$ cat config.mk
export PLATFORM = sky130hd
export DESIGN_NAME = imm_instr_encoder
export DESIGN_NICKNAME = d
export VERILOG_FILES = /design/src/rtl/imm_instr_encoder.sv
export SDC_FILE = /design/constraint.sdc
export NUM_CORES = 1
export LEC_CHECK = 0
export CAP_MARGIN = 30
export CORE_AREA = 2 2 142 109
export CTS_BUF_LIST = sky130_fd_sc_hd__clkbuf_8
export CTS_CLUSTER_DIAMETER = 150
export DETAILED_ROUTE_END_ITERATION = 10
export DIE_AREA = 0 0 144 111
export PLACE_DENSITY = 0.76
export SLEW_MARGIN = 20
export SYNTH_ARGS = -nofsm -noshare
export SYNTH_HDL_FRONTEND = slang
export SYNTH_SLANG_ARGS = --single-unit
$ cat constraint.sdc
create_clock -name clk -period 5.55 [get_ports clk]
set_input_delay 1.665 -clock clk [delete_from_list [all_inputs] [get_ports clk]]
set_output_delay 1.665 -clock clk [all_outputs]
set_load 0.02 [all_outputs]
$ cat src/rtl/imm_instr_encoder.sv
// Immediate-format instruction encoder (I/S/B/J) with range/alignment checking,
// feeding a DEPTH-entry in-order output FIFO and a saturating error counter.
module imm_instr_encoder #(
  parameter int unsigned DEPTH = 4
) (
  input  logic                     clk,
  input  logic                     rst_n,
  input  logic                     in_valid,
  output logic                     in_ready,
  input  logic [1:0]               imm_type,
  input  logic [31:0]              imm,
  input  logic [6:0]               opcode,
  input  logic [2:0]               funct3,
  input  logic [4:0]               rs1,
  input  logic [4:0]               rs2,
  input  logic [4:0]               rd,
  output logic                     out_valid,
  input  logic                     out_ready,
  output logic [31:0]              out_instr,
  output logic                     out_err,
  output logic [$clog2(DEPTH):0]   level,
  output logic [7:0]               err_cnt,
  input  logic                     err_clr
);

  localparam int unsigned AW = $clog2(DEPTH);
  localparam logic [31:0] NOP_INSTR = 32'h0000_0013;

  typedef enum logic [1:0] {
    FMT_I = 2'b00,
    FMT_S = 2'b01,
    FMT_B = 2'b10,
    FMT_J = 2'b11
  } fmt_e;

  fmt_e        fmt;
  logic [31:0] raw_instr;
  logic        range_ok;
  logic [31:0] enc_instr;
  logic        enc_err;

  logic [32:0]   mem_q [DEPTH];
  logic [AW-1:0] wr_ptr_q, wr_ptr_d;
  logic [AW-1:0] rd_ptr_q, rd_ptr_d;
  logic [AW:0]   level_q, level_d;
  logic [7:0]    err_cnt_q, err_cnt_d;
  logic [32:0]   head;
  logic          push, pop;

  assign fmt = fmt_e'(imm_type);

  always_comb begin
    raw_instr = '0;
    range_ok  = 1'b0;
    unique case (fmt)
      FMT_I: begin
        raw_instr = {imm[11:0], rs1, funct3, rd, opcode};
        range_ok  = (&imm[31:11]) | ~(|imm[31:11]);
      end
      FMT_S: begin
        raw_instr = {imm[11:5], rs2, rs1, funct3, imm[4:0], opcode};
        range_ok  = (&imm[31:11]) | ~(|imm[31:11]);
      end
      FMT_B: begin
        raw_instr = {imm[12], imm[10:5], rs2, rs1, funct3, imm[4:1], imm[11], opcode};
        range_ok  = ((&imm[31:12]) | ~(|imm[31:12])) & ~imm[0];
      end
      FMT_J: begin
        raw_instr = {imm[20], imm[10:1], imm[11], imm[19:12], rd, opcode};
        range_ok  = ((&imm[31:20]) | ~(|imm[31:20])) & ~imm[0];
      end
      default: begin
        raw_instr = '0;
        range_ok  = 1'b0;
      end
    endcase
    enc_err   = ~range_ok;
    enc_instr = range_ok ? raw_instr : NOP_INSTR;
  end

  // Handshake flags come only from registered occupancy, so in_ready never
  // combinationally depends on out_ready.
  assign in_ready  = (level_q != (AW+1)'(DEPTH));
  assign out_valid = (level_q != '0);
  assign push      = in_valid & in_ready;
  assign pop       = out_valid & out_ready;

  always_comb begin
    wr_ptr_d  = wr_ptr_q;
    rd_ptr_d  = rd_ptr_q;
    level_d   = level_q;
    err_cnt_d = err_cnt_q;
    if (push) wr_ptr_d = wr_ptr_q + 1'b1;
    if (pop)  rd_ptr_d = rd_ptr_q + 1'b1;
    if (push && !pop)      level_d = level_q + 1'b1;
    else if (!push && pop) level_d = level_q - 1'b1;
    if (err_clr)                                    err_cnt_d = '0;
    else if (push && enc_err && err_cnt_q != '1)    err_cnt_d = err_cnt_q + 1'b1;
  end

  always_ff @(posedge clk or negedge rst_n) begin
    if (!rst_n) begin
      wr_ptr_q  <= '0;
      rd_ptr_q  <= '0;
      level_q   <= '0;
      err_cnt_q <= '0;
    end else begin
      wr_ptr_q  <= wr_ptr_d;
      rd_ptr_q  <= rd_ptr_d;
      level_q   <= level_d;
      err_cnt_q <= err_cnt_d;
    end
  end

  always_ff @(posedge clk) begin
    if (push) mem_q[wr_ptr_q] <= {enc_err, enc_instr};
  end

  assign head      = mem_q[rd_ptr_q];
  assign out_instr = out_valid ? head[31:0] : '0;
  assign out_err   = out_valid & head[32];
  assign level     = level_q;
  assign err_cnt   = err_cnt_q;

endmodule

Word-level counts from Yosys, hierarchy flattened
Memory sizes are Yosys's and may differ from the RTL's.
Cells that the tools add are included.
Widths: inputs -> output; s select.
{ "totals": {"register_bits": 15, "ramBits": 132, "input_bits": 64, "wordCells": 55, "n_memories": 1} }
{ "mem_list": {"columns": ["name", "words", "width", "rd", "rd_ports_with_merged_regs", "wr", "line", "rtl"], "rows": [
  ["mem_q", 4, 33, 1, 0, 1, "42", "logic [32:0] mem_q [DEPTH];"]
]} }
{ "op_classes": {"n_addsub": 5, "eq_ne": 5, "n_mux": 10, "bitwise": 13, "n_reduce_logical": 17} }
{ "ops": {"columns": ["operator", "n"], "rows": [
  ["$pmux 32 s4", 1],
  ["$mux 32", 2],
  ["$reduce_and 21->1", 1],
  ["$reduce_or 21->1", 1],
  ["$reduce_and 20->1", 1],
  ["$reduce_or 20->1", 1],
  ["$mux 8", 2],
  ["$reduce_and 12->1", 1],
  ["$reduce_or 12->1", 1],
  ["$add 8x1->8 const B", 1],
  ["$ne 8x8->1 const B", 1],
  ["$mux 3", 2],
  ["$and 1x1->1", 5],
  ["$not 1->1", 5],
  ["$add 2x1->2 const B", 2],
  ["$eq 2x2->1 const B", 2],
  ["$logic_and 1x1->1", 4],
  ["$reduce_bool 2->1", 2],
  ["$add 3x1->3 const B", 1],
  ["$ne 3x3->1 const B", 1],
  ["$or 1x1->1", 3],
  ["$pmux 1 s3", 1],
  ["$reduce_bool 3->1", 1],
  ["$sub 3x1->3 const B", 1],
  ["other kinds (5)", 7]
]} }

Longest topological paths before layout
{ "logic_depth": {"word_depth": 10, "depth_mapped": 10, "ltp_nobuf": 10} }

Worst setup path before layout
No wires, ideal clock.
{ "synth_timing": {"path_kind": "input port to flip-flop", "start": "input port imm[12]", "end": "memory mem_q[0][31] (data pin)", "setup_ns": 0.217, "arrival_ns": 3.288, "required_time_ns": 5.333, "path_slack_ns": 2.045, "stages": 7, "n_path_buf": 1, "path_cell_list": "or4_1 -> nor2_2 -> a221oi_2 -> a2111oi_4 -> nor2_2 -> buf_2 -> a211oi_1"} }
{ "synth_via": {"elab_chain_cells": 6, "elab_cells_between_ends": 12} }
{ "synth_lines": {"columns": ["element", "line", "rtl"], "rows": [
  ["start, declared", "11", "input logic [31:0] imm,"],
  ["$reduce_or 20->1", "66", "range_ok = ((&imm[31:12]) | ~(|imm[31:12])) & ~imm[0];"],
  ["$not 1->1", "66", null],
  ["$or 1x1->1", "66", null],
  ["$and 1x1->1", "66", null],
  ["$pmux 1 s3", "55", "unique case (fmt)"],
  ["$mux 32 *", "78", "enc_instr = range_ok ? raw_instr : NOP_INSTR;"],
  ["net enc_instr[31]", "39", "logic [31:0] enc_instr;"],
  ["end, declared", "42", null]
]} }
The timed path passes the listed nets; every way through them passes the cells marked *. The select of a mux whose other input is x is not followed.

Worst setup path after layout
{ "layout_timing": {"start": "register rd_ptr_q[0]", "end": "output port out_instr[27]"} }
{ "layout_via": {"elab_chain_cells": 2} }
{ "layout_lines": {"columns": ["element", "line", "rtl"], "rows": [
  ["start, declared", "44", "logic [AW-1:0] rd_ptr_q, rd_ptr_d;"],
  ["start signal, assigned", "109", "rd_ptr_q <= rd_ptr_d;"],
  ["$mem_v2 4x33", null, null],
  ["$mux 32", "120", "assign out_instr = out_valid ? head[31:0] : '0;"],
  ["end, declared", "19", "output logic [31:0] out_instr,"]
]} }
Every way passes these cells.

==> flow_metrics.py <==
metrics = {
    "drt": {
        "routed_wl_mm": 13.6,
        "dr.pass1.iters": 4,
        "vias": 3881,
        "drcViolationCount": 0,
        "postRouteAntennaNets": 0,
        "wl_per_cell_um": 18.5,
        "via_per_inst": 5.29,
        "drt_iter0_drc": 269,
    },
    "yosys": {
        "netlist_area_um2": 6430,
        "synth_nets": 472,
        "ys_types": 42,
        "synth_top_family_by_area": "multiplexers",
        "synthAdderAreaFrac_pct": 1.48,
        "yosysWarnings": 0,
        "synth_top_area_share_pct": 61.6,
        "synth_xor_area_share_pct": 1.09,
        "synth_compound_area_share_pct": 3.66,
        "synth.area.top_cells": "edfxtp_1 (62%), mux4_2 (12%), dfrtp_1 (5.8%), and2_1 (3.3%), nand2_1 (2.5%)",
        "synth_cells": 401,
        "ys_seq_area_share_pct": 67.4,
        "synthMuxAreaShare_pct": 13.0,
        "synth.avg_cell_area_um2": 16.0,
        "post-synth-top-area-cell": "edfxtp_1",
        "yosys_register_bits": 147,
        "yosys.area_share.simple_pct": 11.6,
    },
    "sta": {
        "slew_headroom_pct": 39.4,
        "fin_ws_ns": 0.963,
        "tns_ns": 0,
        "hold_ws_ns": 0.523,
        "period_minus_slack_ns": 4.59,
        "fin_skew_ns": 0.00889,
        "tightest_slew_ns": 0.909,
        "finalHoldViolations": 0,
        "fmax_mhz": 218,
        "final-max-slew-violation-count": 0,
        "fin_crit_sh_pct": 82.6,
        "setup_violations": 0,
        "rsz0062_at_grt": "false",
    },
    "clock_tree": {
        "hold_buffers": 0,
        "cts-htree-levels": 4,
        "cts-buffers-inserted": 17,
        "clkTransAtPathRegs_ns": 0.08,
        "clockBufferDepth": 2,
        "cts.sinks": 147,
        "clock_tree.root_cell": "clkbuf_8",
        "cts_tree": "built",
        "post_cts_resized": 0,
        "clkLatencyLatePin_ns": 0.42,
        "post-cts-setup-buffers": 0,
    },
    "floorplanning": {
        "die_y_um": 111,
        "ios": 110,
        "rows": 39,
        "core-area_um2": 14800,
        "die_w_um": 144,
        "start_util_pct": 43.5,
        "die_area_um2": 16000,
    },
    "setup_path": {
        "critical_path_class": "reg2out",
        "crit_slowest_cell": "dfrtp_2",
        "worst-path-max-fanout": 20,
        "cp-start-kind": "flip-flop",
        "crit_chain": "buf_4 -> mux4_2 -> and2_1 -> clkdlybuf4s50_1",
        "worstPathRequired_ns": 3.88,
        "end_kind": "primary output",
        "cpPeakStageDelay_ns": 0.79,
        "worstPathArrival_ns": 2.92,
    },
    "grt": {
        "grt_busiest_layer": "met2",
        "grt_pass1_wl_mm": 21.1,
        "grt_max_degree": 37,
        "antenna_found_initial": 0,
        "grt_overflow_total": 0,
        "grt_use_met2_pct": 30.1,
        "grt_pass1_vias": 3982,
        "grt.total_usage_pct": 17.7,
        "globalRouteMet1Util_pct": 22.6,
        "use_met3_pct": 4.67,
    },
    "cells_and_area": {
        "drive_gt1_share_pct": 15.7,
        "mostFrequentLayoutCells": "edfxtp_1 (132), clkdlybuf4s50_1 (109), nand2_1 (42), and2_1 (34), mux4_2 (33)",
        "areaGrowthSynthToFinish_pct": 27.1,
        "final_common_cell": "edfxtp_1",
        "nets": 586,
        "diodes": 0,
        "final_util_pct": 55.3,
    },
    "pwr": {
        "finalPower_mw": 3.88,
        "ir_worst_vdd_mv": 0.189,
        "powerDensity_nw_per_um2": 474,
        "cellLeakagePower_nw": 2.82,
    },
    "placed_design": {
        "dp_hpwl_mm": 8.75,
        "numPortBuffers": 109,
        "gp_congestion": 0.771,
        "post-place-ws_ns": 1.03,
    },
    "status": {
        "outcome": "finished clean",
    },
    "worst_hold_path": {
        "hold_path_class": "reg2reg",
    },
    "flow_run": {
        "drv_cap": 0,
    },
}
[sequential cells by signal, summed over array words and instances, names as in the netlist]
register and count:
err_cnt 8, level 3, rd_ptr_q 2, wr_ptr_q 2
mem_q 132
[report_power, final]
part | internal, mW | switching [mW]
combinational | 0.736 | 0.721
clock | 0.494 | 0.406
sequential | 1.40 | 0.118
[path summary, 6_finish.rpt]
kind,start,to,slack [ns],cells after the start
worst max register to register,level[0],level[2],3.13,9
max in group asynchronous,rst_n,rd_ptr_q[0],3.35,1
worst max-delay path,rd_ptr_q[0],out_instr[27],0.96,4
min in group asynchronous,rst_n,level[2],1.68,1
worst min-delay path,level[2],level[2],0.52,1
worst min register to register,level[2],level[2],0.52,1
[cells by family after synthesis]
logic type | Yosys count
adders and majority gates | 7
AOI/OAI and AO/OA | 34
DFF | 147
xor gates and xnor gates | 8
buffers and inverters | 25
muxes | 41
and+or+nand+nor | 139
[layer usage]
metal  wire, µm  share of wire (%)
met5          0                  0
met4         63               0.46
met3        835                6.2
met2       6870                 51
met1       5780                 43
[cell type report]
type,count,area [µm²]
Clock buffer,17,234
Clock inverter,15,205
Fill cell,1152,6610
Inverter,5,18.8
Multi-Input combinational cell,229,1990
Sequential cell,147,4340
Tap cell,205,256
Timing Repair Buffer,115,1140
[metrics by stage]
| stage | cell area, µm² | std cells |
|---|---|---|
| after detailed placement | 7740 | 701 |
| after floorplan | 6430 | 401 |
| final | 8180 | 733 |
| after CTS | 8180 | 733 |
| after global placement | 7740 | 701 |
| after global routing | 8180 | 733 |
[synthesized netlist by cell type, drive strengths merged]
master and count:
edfxtp 132, and4 1, nor2b 15, a211oi 5, mux2i 4, a221oi 1, a2111oi 1, a311o 1
nor4b 1, mux2 4, o31ai 4, a32o 1, and2 34, nand2 42, or3 2, nor2 11
o21ai 1, ha 6, mux4 33, clkbuf 13, nand2b 2, xnor2 5, or2 3, nor3 1
or4 6, nand3 5, a21oi 20, nor4 6, fa 1, and3 5, dfrtp 15, buf 7
nand4 5, clkinv 1, xor2 3, inv 4
[worst max-delay path: cells and delay by family (launching register included)]
kind	cells	cell delay, ns
DFF	1	0.79
muxes	1	0.55
buffers and inverters	2	0.94
and+or+nand+nor	1	0.19
(Power assumes the default switching activity.)
